==> config.mk <==
export PLATFORM = sky130hd
export DESIGN_NAME = map_pixel_fetcher
export DESIGN_NICKNAME = d
export VERILOG_FILES = /design/src/rtl/map_pixel_fetcher.sv
export SDC_FILE = /design/constraint.sdc
export NUM_CORES = 1
export LEC_CHECK = 0
export ABC_CLOCK_PERIOD_IN_PS = 4130
export CAP_MARGIN = 20
export CELL_PAD_IN_SITES_DETAIL_PLACEMENT = 2
export CELL_PAD_IN_SITES_GLOBAL_PLACEMENT = 2
export CORE_UTILIZATION = 35
export DETAILED_ROUTE_END_ITERATION = 10
export GPL_TIMING_DRIVEN = 0
export PLACE_DENSITY_LB_ADDON = 0.1
export SYNTH_ARGS = -nofsm -noshare
export SYNTH_HDL_FRONTEND = slang
export SYNTH_SLANG_ARGS = --single-unit
==> constraint.sdc <==
create_clock -name clk -period 4.13 [get_ports clk]
set_input_delay 0.6195 -clock clk [delete_from_list [all_inputs] [get_ports clk]]
set_output_delay 0.6195 -clock clk [all_outputs]
set_load 0.01 [all_outputs]
==> src/rtl/map_pixel_fetcher.sv <==
// map_pixel_fetcher: turns display pixel coordinates into world-map tile reads
// and presents the 2-bit tile value aligned with the delayed coordinates.
// A RAM read is issued only when the tile address changes; blanking forces a
// re-fetch so that map writes made during blanking become visible.
module map_pixel_fetcher #(
  parameter int TILE_SHIFT = 3,
  parameter int MAP_LOG2   = 7,
  parameter int RD_LATENCY = 1
) (
  input  logic                  clk,
  input  logic                  reset,
  input  logic                  video_on,
  input  logic [11:0]           pixel_row,
  input  logic [11:0]           pixel_column,
  output logic [2*MAP_LOG2-1:0] map_addr,
  output logic                  map_rd_en,
  input  logic [1:0]            map_rd_data,
  output logic [1:0]            map_value,
  output logic [11:0]           pixel_row_o,
  output logic [11:0]           pixel_column_o,
  output logic                  out_valid,
  output logic [19:0]           fetch_count
);

  localparam int          TILE_W    = 12 - TILE_SHIFT;
  localparam int          ADDR_W    = 2 * MAP_LOG2;
  localparam logic [19:0] COUNT_MAX = '1;
  localparam logic [1:0]  BLACK     = 2'b11;

  logic [TILE_W-1:0] tile_row;
  logic [TILE_W-1:0] tile_col;
  logic              in_range;
  logic [ADDR_W-1:0] addr;
  logic              rd;
  logic              origin;
  logic              last_addr_valid;

  // Delay line, index 0 is the stage-0 register, index RD_LATENCY lines up
  // with map_rd_data.
  logic [RD_LATENCY:0] d_valid;
  logic [RD_LATENCY:0] d_in_range;
  logic [RD_LATENCY:0] d_rd;
  logic [11:0]         d_row [RD_LATENCY+1];
  logic [11:0]         d_col [RD_LATENCY+1];
  logic [1:0]          hold;

  // Tile coordinates; the upper tile bits must be clear for the pixel to be on the map.
  assign tile_row = pixel_row[11:TILE_SHIFT];
  assign tile_col = pixel_column[11:TILE_SHIFT];
  assign in_range = (tile_row[TILE_W-1:MAP_LOG2] == '0) &&
                    (tile_col[TILE_W-1:MAP_LOG2] == '0);
  assign addr     = {tile_row[MAP_LOG2-1:0], tile_col[MAP_LOG2-1:0]};
  // map_addr only ever loads on a read, so it doubles as the last fetched address.
  assign rd       = video_on && in_range && (!last_addr_valid || (addr != map_addr));
  assign origin   = video_on && (pixel_row == 12'd0) && (pixel_column == 12'd0);

  // Stage 0: issue the RAM read and remember which tile it fetched.
  always_ff @(posedge clk or posedge reset) begin
    // NOTE: every clocked block uses non-blocking assignments so all registers
    // update from pre-edge values regardless of block ordering.
    if (reset) begin
      map_addr        <= '0;
      map_rd_en       <= 1'b0;
      last_addr_valid <= 1'b0;
    end else begin
      map_rd_en <= rd;
      if (rd) map_addr <= addr;
      if (!video_on)  last_addr_valid <= 1'b0;
      else if (rd)    last_addr_valid <= 1'b1;
    end
  end

  // Control delay line: valid, in_range and rd travel alongside the RAM read.
  always_ff @(posedge clk or posedge reset) begin
    if (reset) begin
      d_valid    <= '0;
      d_in_range <= '0;
      d_rd       <= '0;
    end else begin
      d_valid    <= {d_valid[RD_LATENCY-1:0], video_on};
      d_in_range <= {d_in_range[RD_LATENCY-1:0], in_range};
      d_rd       <= {d_rd[RD_LATENCY-1:0], rd};
    end
  end

  // Coordinate delay line.
  always_ff @(posedge clk) begin
    // NOTE: the coordinate pipeline has no reset; its contents are only ever
    // used under the reset-cleared d_valid bits, and the outputs are reset.
    d_row[0] <= pixel_row;
    d_col[0] <= pixel_column;
    for (int i = 1; i <= RD_LATENCY; i++) begin
      d_row[i] <= d_row[i-1];
      d_col[i] <= d_col[i-1];
    end
  end

  // Output stage: pick fresh RAM data, the held tile value, or black.
  always_ff @(posedge clk or posedge reset) begin
    if (reset) begin
      map_value      <= BLACK;
      pixel_row_o    <= '0;
      pixel_column_o <= '0;
      out_valid      <= 1'b0;
      hold           <= 2'b00;
    end else begin
      out_valid      <= d_valid[RD_LATENCY];
      pixel_row_o    <= d_row[RD_LATENCY];
      pixel_column_o <= d_col[RD_LATENCY];
      if (!d_valid[RD_LATENCY] || !d_in_range[RD_LATENCY]) begin
        map_value <= BLACK;
      end else if (d_rd[RD_LATENCY]) begin
        map_value <= map_rd_data;
        hold      <= map_rd_data;
      end else begin
        map_value <= hold;
      end
    end
  end

  // Per-frame read counter: restarts at the first active pixel, saturates.
  always_ff @(posedge clk or posedge reset) begin
    if (reset) begin
      fetch_count <= '0;
    end else if (origin) begin
      fetch_count <= rd ? 20'd1 : 20'd0;
    end else if (rd && (fetch_count != COUNT_MAX)) begin
      fetch_count <= fetch_count + 20'd1;
    end
  end

endmodule

==> results.md, run 1 <==
* Syn. warnings at 0
* Power Density at 570 nW/um^2
* Met3 usage at 4.97%
* Top_reg_cell synth: dfrtp_1
* CTS resizes at 0
* NumNets Final at 415
* Core Util, Final at 52.9%
* RD Place Congestion at 0.753
* DRT Pass-1 Iters at 4
* Met1 Usage GRT at 26.7%
* Routed Antenna Nets at 0
* CTS Root Cell: clkbuf_8
* Total global-route track usage at 20.3%
* Max_cap viols at 0
* GRT met2 Usage at 32.8%
* Slew @ Worst Pin at 0.681 ns
* Die area at 11300 um^2
* Leakage at 2.19 nW
* Hpwl dp at 6.71 mm
* CORE AREA at 10500 um^2
* Hold path startpoint: d_col[0][0]
* Post-CTS setup buffer count at 0
* CP max FO at 10
* Cell count of the worst hold path at 0
* CP Capture Type: flip-flop
* Post-synth top area share at 44.5%
* Final Max Tran Viols at 0
* Avg WL per Cell at 19.8 um
* Busiest layer in global routing: met2
* I/O Buffers at 90
* Final setup TNS at 0 ns
* Worst hold path type: flip-flop to flip-flop
* TritonCTS clock tree: done
* Initial core utilization at 36.5%
* Crit path DAT at 3.23 ns
* Violation count after the first detailed-route iteration at 65
* Run status: finished, final reports clean
* Fmax at 351 MHz
* Final wirelength at 10.6 mm
* RR Startpoint: map_addr[9]
* Layout cells sized above 1 at 15.3%
* Post-layout total power at 3.16 mW
* Crit start category: primary input
* Post-Layout Cell Count at 534
* Dominant cell type by area after synthesis: dfrtp_1
* Global-route wire length before repair at 16.9 mm
* Vias in the first global route at 2989
* Clock Tree Buf Depth at 2
* Largest net degree at the start of global routing at 37
* Cell count after synthesis at 275
* Post-synth EDFFs at 0
* Final Setup Violations at 0
* WS Path Type: primary input to flip-flop
* Via count at 2642
* Clock skew at 0.00915 ns
* CP required at 4.52 ns
* Synth area leaders: dfrtp_1 45%, dfxtp_1 25%, xnor2_1 6.0%
* Synthesized net count at 305
* Skew-Pair Late Insertion Delay at 0.51 ns
* CP Launch Point: pixel_row[4]
* Min cycle time layout at 2.85 ns
* Flops & latches, synth at 118
* Clock Sinks at 118
* N_diodes at 0
* Asr flop ratio synth at 59.3%
* Number of distinct library cells after synthesis at 39
* Placed instance count at 502
* Hold_buf cts at 0
* Area grow syn2layout at 44.8%
* Post-synthesis average cell area at 13.9 um^2
* RSZ-0062 raised after global routing: no
* Reg clk slew, reported paths at 0.06 ns
* Num rows at 37
* Io pins at 91
* Synthesized area at 3820 um^2
* Max VDD drop at 0.256 mV
* Clock buffer count from CTS at 17
* DRC violations left at 0
* Die height at 107 um
* Slew margin rel. at 54.2%
* Sequential fraction of the synthesis area at 71.0%
* Vias per inst at 4.95
* Hold WS at 0.327 ns
* Register-to-Register Path Depth at 7
* Initial antenna violation count at 0
* GRT overflow at 0
* Tcrit/Tclk final at 68.9%
* Total number of H-tree levels at 4
* Final hold violation count at 0
* Width of the die at 107 um
==> cell usage after synthesis (2+ instances only) <==
cell      instances
a21oi_1           5
and4_1            3
buf_2             2
clkbuf_1          5
dfrtp_1          68
dfstp_2           2
dfxtp_1          48
inv_1             2
mux2_2           16
mux2i_1           2
nand2_1           5
nand3_1          14
nand4_1          10
nor2_1           16
nor3_1            3
nor4_1           14
nor4b_1           2
o211ai_1          3
o21ai_0           2
o31ai_1           4
or3_1             2
or4_1             5
xnor2_1          26
==> registers in the layout, summed over array words and instances, names as in the netlist <==
| name | flops |
|---|---|
| d_col | 24 |
| d_row | 24 |
| fetch_count | 20 |
| map_addr | 14 |
| pixel_column_o | 12 |
| pixel_row_o | 12 |
| d_in_range | 2 |
| d_rd | 2 |
| d_valid | 2 |
| hold | 2 |
| map_value | 2 |
| last_addr_valid | 1 |
| out_valid | 1 |
==> through the flow <==
| stage | instance area, um^2 | worst slack [ns] |
|---|---|---|
| after floorplan | 3820 | 1.75 |
| after global placement | 4890 | 0.416 |
| after detailed placement | 4920 | 0.804 |
| after CTS | 5540 | 1.28 |
| after global routing | 5540 | 1.16 |
| final | 5540 | 1.28 |
==> worst max-delay path: stages <==
cell             delay [ns]
clkdlybuf4s50_1        0.52
xnor2_1                0.24
nand4_1                0.15
nor4_2                 0.64
or2_4                  0.25
buf_6                  0.14
buf_2                  0.28
mux2_2                 0.39
==> cell families after synthesis <==
group | share of synthesized area (%)
muxes | 5.24
adders and majority gates | 0.327
DFF | 71.0
buffers and inverters | 1.24
and+or+nand+nor | 12.8
xor gates and xnor gates | 5.96
AOI/OAI and AO/OA | 3.47
==> area by class of cell <==
type                       count  area [um^2]
inverter                       2         10.0
fill                         986         4930
sequential                   118         2720
clock inverter                14          200
buffer                         8         40.0
clock buffer                  18          418
tap                          136          170
multi-input combinational    147         1060
timing repair buffer          91          921
==> per-layer routing <==
metal	part of all wire [%]	wire length, um
met5	0	0
met4	1.1	116
met3	3.0	317
met2	49	5220
met1	46	4910
==> path summary, 6_finish.rpt <==
path	end	slack, ns
setup / recovery	map_addr[5]	1.28
hold / removal	d_col[1][0]	0.33
setup reg to reg	map_addr[5]	1.55
hold reg to reg	d_col[1][0]	0.33
max in group asynchronous	fetch_count[0]	3.09
min in group asynchronous	hold[1]	0.47
==> report_power, final <==
group / switching [mW] / total [mW] / leakage, nW / internal (mW)
clock: 0.557 / 1.54 / 0.292 / 0.986
sequential: 0.0669 / 1.30 / 1.28 / 1.23
combinational: 0.132 / 0.314 / 0.622 / 0.182
==> cells in the final DEF (no fill, tap or decap), types with 10 or more instances in the layout <==
cell type	instances
nand3_1	14
clkdlybuf4s50_1	90
nor2_1	16
nand4_1	10
dfxtp_1	48
dfrtp_1	68
xnor2_1	26
nor4_1	14
mux2_2	16
clkbuf_16	16
Note: power is estimated with default switching activity, not from simulation.
==> run 2, diff against run 1 <==
Settings changed: ABC_CLOCK_PERIOD_IN_PS 4130 to 2600, CORE_UTILIZATION 35 to 30.
Clock period 4.13 ns to 2.6 ns, I/O delays scaled along.
==> run 2 against run 1 <==
Combinational power is 57% higher. Via count is 0.30% lower. Wire length is 8.1% lower. Register-to-register slack worse by 1.3 ns. Clock power is 62% higher. Count of clock-buffer cells in the layout is 3 higher.
==> results.md, run 2 (same netlist as run 1, synthesis figures left out) <==
* Run status: finished, final reports clean
* RD Place Congestion at 0.717 (-4.7%)
* Crit-path max cell delay at 0.59 ns (-0.05 ns)
* Area grow syn2layout at 47.3%
* CTS Root Cell: clkbuf_16
* Placed instance count at 534 (+6.4%)
* Tcrit/Tclk final at 91.5%
* Post-route worst setup slack at 0.222 ns (-1.06 ns)
* Total global-route track usage at 16.5% (-3.8 points)
* Initial core utilization at 31.3% (-5.2 points)
* Cell Chain, Critical Path: clkdlybuf4s50_1 -> xnor2_1 -> nand4_1 -> nor4_4 -> or2_4 -> buf_6 -> buf_2 -> mux2_2
* Min cycle time layout at 2.38 ns
* Routed Antenna Nets at 0 (unchanged)
* TritonCTS clock tree: done
* Vias in the first global route at 2916 (-2.4%)
* Avg WL per Cell at 17.1 um (-13%)
* Final wirelength at 9.70 mm (-8.1%)
* CORE AREA at 12200 um^2 (+17%)
* WS Path Type: primary input to flip-flop
* Die area at 13200 um^2 (+16%)
* CP max FO at 10 (unchanged)
* Clock skew at 0.00563 ns (-0.00352 ns)
* CP max stage cell: clkdlybuf4s50_1
* Buf/Inv on CP at 3 (unchanged)
* Worst hold path type: flip-flop to flip-flop
* Initial antenna violation count at 0 (unchanged)
* Fmax at 420 MHz
* NumNets Final at 416 (+0.24%)
* GRT overflow at 0 (unchanged)
* Hpwl dp at 6.54 mm (-2.5%)
* Slew margin rel. at 65.5% (+11 points)
* Width of the die at 115 um (+7.9%)
* CP Capture Type: flip-flop
* Violation count after the first detailed-route iteration at 60 (-7.7%)
* Skew-Pair Late Insertion Delay at 0.41 ns (-0.10 ns)
* Max_cap viols at 0 (unchanged)
* I/O Buffers at 90 (unchanged)
* Clock Sinks at 118 (unchanged)
* Clock buffer count from CTS at 17 (unchanged)
* Largest regs: d_col x24, d_row x24, fetch_count x20
* Io pins at 91 (unchanged)
* Power Density at 897 nW/um^2 (+57%)
* Post-Layout Cell Count at 567 (+6.2%)
* CP required at 2.89 ns (-1.63 ns)
* Dpl ws at -0.493 ns (-1.30 ns)
* Top delay family on crit path: buffers and inverters
* DRT Pass-1 Iters at 4 (unchanged)
* Die height at 115 um (+7.9%)
* Hold_buf cts at 0 (unchanged)
* Largest net degree at the start of global routing at 40 (+8.1%)
* Max VDD drop at 0.413 mV (+61%)
* Num rows at 40 (+8.1%)
* Via count at 2634 (-0.30%)
* Leakage at 2.25 nW (+2.7%)
* Global-route wire length before repair at 16.1 mm (-4.9%)
* Slew @ Worst Pin at 0.518 ns (-0.164 ns)
* Vias per inst at 4.65 (-6.1%)
* Final Setup Violations at 0 (unchanged)
* RSZ-0062 raised after global routing: no
* Crit start category: primary input
* Hold WS at 0.321 ns (-0.00556 ns)
* Layout cells sized above 1 at 16.3% (+0.96 points)
* Post-layout total power at 5.05 mW (+60%)
* Final hold violation count at 0 (unchanged)
* Clock Tree Buf Depth at 2 (unchanged)
* Total number of H-tree levels at 4 (unchanged)
* Final Max Tran Viols at 0 (unchanged)
* N_diodes at 0 (unchanged)
* Most frequent cells in the layout: 90 x clkdlybuf4s50_1, 68 x dfrtp_1, 48 x dfxtp_1
* Number of fill cells in the layout at 1222 (+24%)
* Reg clk slew, reported paths at 0.05 ns (about the same)
* Commonest non-fill, non-tap cell in the layout: clkdlybuf4s50_1
* DRC violations left at 0 (unchanged)
* Crit path DAT at 2.67 ns (-0.56 ns)
-- run 2: cell count changes in the layout (fill, tap and decap cells not counted), moves of 2 or more --
cell,change
clkbuf_1,-2
clkbuf_2,+2
clkbuf_8,+2
clkinv_4,-2
-- run 2: path summary, 6_finish.rpt --
check | end | slack, ns | start | cells past startpoint
worst min-delay path | d_row[1][2] | 0.32 | d_row[0][2] | 0
min in group asynchronous | d_in_range[1] | 0.33 | reset | 2
max in group asynchronous | fetch_count[2] | 1.69 | reset | 3
worst min register to register | d_row[1][2] | 0.32 | d_row[0][2] | 0
worst max-delay path | map_addr[0] | 0.22 | pixel_column[5] | 8
worst max register to register | fetch_count[16] | 0.29 | fetch_count[0] | 7
-- run 2: layer usage --
layer / vias up / global-route usage [%] / wire length [um]
met5: - / 0 / 0
met4: 0 / 7.53 / 182
met3: 14 / 4.48 / 376
met2: 72 / 27.2 / 4820
met1: 1333 / 20.2 / 4320
li1: 1215 / - / -
-- run 2: worst register-to-register path: cells and delay by family (launching register included) --
| kind | cells | cell delay [ns] |
|---|---|---|
| compound gates | 1 | 0.51 |
| xor+xnor | 1 | 0.19 |
| fa+ha+maj | 1 | 0.23 |
| flops | 1 | 0.48 |
| simple gates | 4 | 0.78 |
-- run 2: report_power, final --
group | switching (mW) | internal [mW] | total [mW]
Combinational | 0.201 | 0.291 | 0.492
Clock | 0.818 | 1.68 | 2.50
Sequential | 0.0973 | 1.96 | 2.06
-- run 2: layout make-up --
class | count | area [um^2] | share of cell area, %
buffer | 8 | 42.5 | 0.756
clock buffer | 21 | 470 | 8.36
clock inverter | 11 | 171 | 3.04
inverter | 2 | 10.0 | 0.178
multi-input combinational | 147 | 1080 | 19.2
sequential | 118 | 2720 | 48.2
tap | 168 | 210 | 3.73
timing repair buffer | 92 | 928 | 16.5
-- run 2: metrics by stage --
| stage | setup TNS, ns | cell area [um^2] | util [%] |
|---|---|---|---|
| floorplan | 0 | 3820 | - |
| global placement | -73.60 | 4930 | 40.4 |
| detailed placement | -11.86 | 4960 | 40.6 |
| CTS | 0 | 5610 | 45.9 |
| global route | 0 | 5630 | 46.1 |
| finish | 0 | 5630 | 46.1 |
-- run 2: what timing repair did --
item,4_1_cts,5_1_grt
endpoints found under the setup margin,10,22
buffers inserted,0,1
gates resized for setup,1,7
pin swaps,0,1
==> run 3, diff against run 2 <==
Settings changed: REMOVE_ABC_BUFFERS from default to 1.
==> run 3 against run 2 <==
Total power rose by 2.9%. Wire length rose by 0.49%. Via count fell by 1.3%. Die area did not move. Design area rose by 0.11%. Critical endpoint unchanged. Hold slack got worse by 0.020 ns. Setup slack got worse by 0.069 ns. Global-route usage rose by 0.074 points.
==> results.md, run 3 (same netlist as run 1, synthesis figures left out) <==
* N_diodes at 0 (unchanged)
* Final wirelength at 9.75 mm (+0.49%)
* Clock Tree Buf Depth at 2 (unchanged)
* CP max FO at 30 (+20)
* CP Capture Type: flip-flop
* CORE AREA at 12200 um^2 (unchanged)
* Clock Sinks at 118 (unchanged)
* Post-CTS setup buffer count at 0 (unchanged)
* Storage cell area at 2720 um^2 (unchanged)
* Total global-route track usage at 16.6% (+0.074 points)
* CP required at 2.90 ns (about the same)
* Clock buffer count from CTS at 17 (unchanged)
* Final Max Tran Viols at 0 (unchanged)
* Global-route wire length before repair at 15.8 mm (-1.5%)
* Final Setup Violations at 0 (unchanged)
* I/O Buffers at 90 (unchanged)
* Min cycle time layout at 2.45 ns (+0.0694 ns)
* Initial antenna violation count at 0 (unchanged)
* DRC violations left at 0 (unchanged)
* Crit start category: primary input
* TritonCTS clock tree: done
* Area of the multi-input gates at 1070 um^2 (-0.81%)
* Power Density at 922 nW/um^2 (+2.8%)
* Avg WL per Cell at 17.4 um (+1.6%)
* Initial core utilization at 31.3% (unchanged)
* Total number of H-tree levels at 4 (unchanged)
* Routed Antenna Nets at 0 (unchanged)
* Via count at 2601 (-1.3%)
* Max_cap viols at 0 (unchanged)
* Layout cells sized above 1 at 15.8% (-0.51 points)
* Commonest non-fill, non-tap cell in the layout: clkdlybuf4s50_1
* Hold_buf cts at 0 (unchanged)
* Largest net degree at the start of global routing at 46 (+15%)
* RSZ-0062 raised after global routing: no
* CTS Root Cell: clkbuf_16
* Vias in the first global route at 2919 (+0.10%)
* Run status: finished, final reports clean
* Width of the die at 115 um (unchanged)
* Max VDD drop at 0.346 mV (-16%)
* RD Place Congestion at 0.677 (-5.6%)
* Slew margin rel. at 60.1% (-5.4 points)
* Skew-Pair Late Insertion Delay at 0.42 ns (about the same)
* Area grow syn2layout at 47.4%
* Most frequent cells in the layout: 90 x clkdlybuf4s50_1, 68 x dfrtp_1, 48 x dfxtp_1
* Reg clk slew, reported paths at 0.05 ns (about the same)
* DRT Pass-1 Iters at 4 (unchanged)
* Post-layout total power at 5.19 mW (+2.9%)
* Largest regs: d_col x24, d_row x24, fetch_count x20
* Violation count after the first detailed-route iteration at 106 (+77%)
* Crit path DAT at 2.75 ns (+0.08 ns)
* GRT overflow at 0 (unchanged)
* Clock skew at 0.00778 ns (+0.00215 ns)
* Final setup TNS at 0 ns (unchanged)
* Hpwl dp at 6.37 mm (-2.7%)
* Vias per inst at 4.64 (-0.20%)
* NumNets Final at 410 (-1.4%)
* Num rows at 40 (unchanged)
* Worst hold path type: primary input to async pin
* Die area at 13200 um^2 (unchanged)
* Slew @ Worst Pin at 0.594 ns (+0.0765 ns)
* Final hold violation count at 0 (unchanged)
* Fmax at 409 MHz (-2.8%)
* Tcrit/Tclk final at 94.1% (+2.7 points)
* Io pins at 91 (unchanged)
* WS Path Type: primary input to flip-flop
* Leakage at 2.23 nW (-1.1%)
* Number of fill cells in the layout at 1211 (-0.90%)
* Die height at 115 um (unchanged)
-- run 3: where the power goes --
part	total (mW)	internal, mW	switching [mW]
registers	2.06	1.96	0.0996
clock network	2.65	1.82	0.827
logic	0.485	0.290	0.195
total	5.19	4.07	1.12
-- run 3: metrics by stage --
| stage | hold slack (ns) | std cells | worst slack [ns] | instance area [um^2] | utilization [%] |
|---|---|---|---|---|---|
| floorplan | 0.310 | 267 | 0.298 | 3780 | - |
| global placement | 0.310 | 525 | -1.05 | 4890 | 40.1 |
| detailed placement | 0.313 | 529 | -0.383 | 4950 | 40.6 |
| CTS | 0.297 | 561 | 0.0514 | 5630 | 46.1 |
| global route | 0.328 | 561 | 0.00111 | 5640 | 46.2 |
| finish | 0.301 | 561 | 0.152 | 5640 | 46.2 |
-- run 3: routing by layer --
layer,vias to the layer above,global-route usage (%),share of wire (%)
li1,1203,-,-
met1,1314,19.1,44
met2,65,27.6,50
met3,19,5.80,4.7
met4,0,8.05,1.9
met5,-,0,0
-- run 3: final cells by class --
| cell class | count | area share (%) |
|---|---|---|
| Inverter | 2 | 0.178 |
| Clock buffer | 20 | 7.92 |
| Tap cell | 168 | 3.73 |
| Sequential cell | 118 | 48.2 |
| Clock inverter | 12 | 3.95 |
| Timing Repair Buffer | 94 | 17.0 |
| Multi-Input combinational cell | 147 | 19.0 |
-- run 3: worst max-delay path: stages --
cell,delay (ns)
clkdlybuf4s50_1,0.59
xnor2_1,0.16
nand4_1,0.18
nor4_2,0.55
or2_4,0.48
mux2_2,0.39
-- run 3: final timing paths --
path,from,endpoint,cells after the start,slack (ns)
worst max-delay path,pixel_column[7],map_addr[0],6,0.15
worst min-delay path,reset,d_in_range[0],2,0.30
worst max register to register,fetch_count[0],fetch_count[5],8,0.15
worst min register to register,d_row[0][4],d_row[1][4],0,0.32
max in group asynchronous,reset,map_addr[10],3,1.76
min in group clk,d_row[0][4],d_row[1][4],0,0.32
-- run 3: timing repair --
action,in CTS,in global routing
endpoints found under the setup margin,3,4
pin swaps,0,0
gates resized for setup,1,2
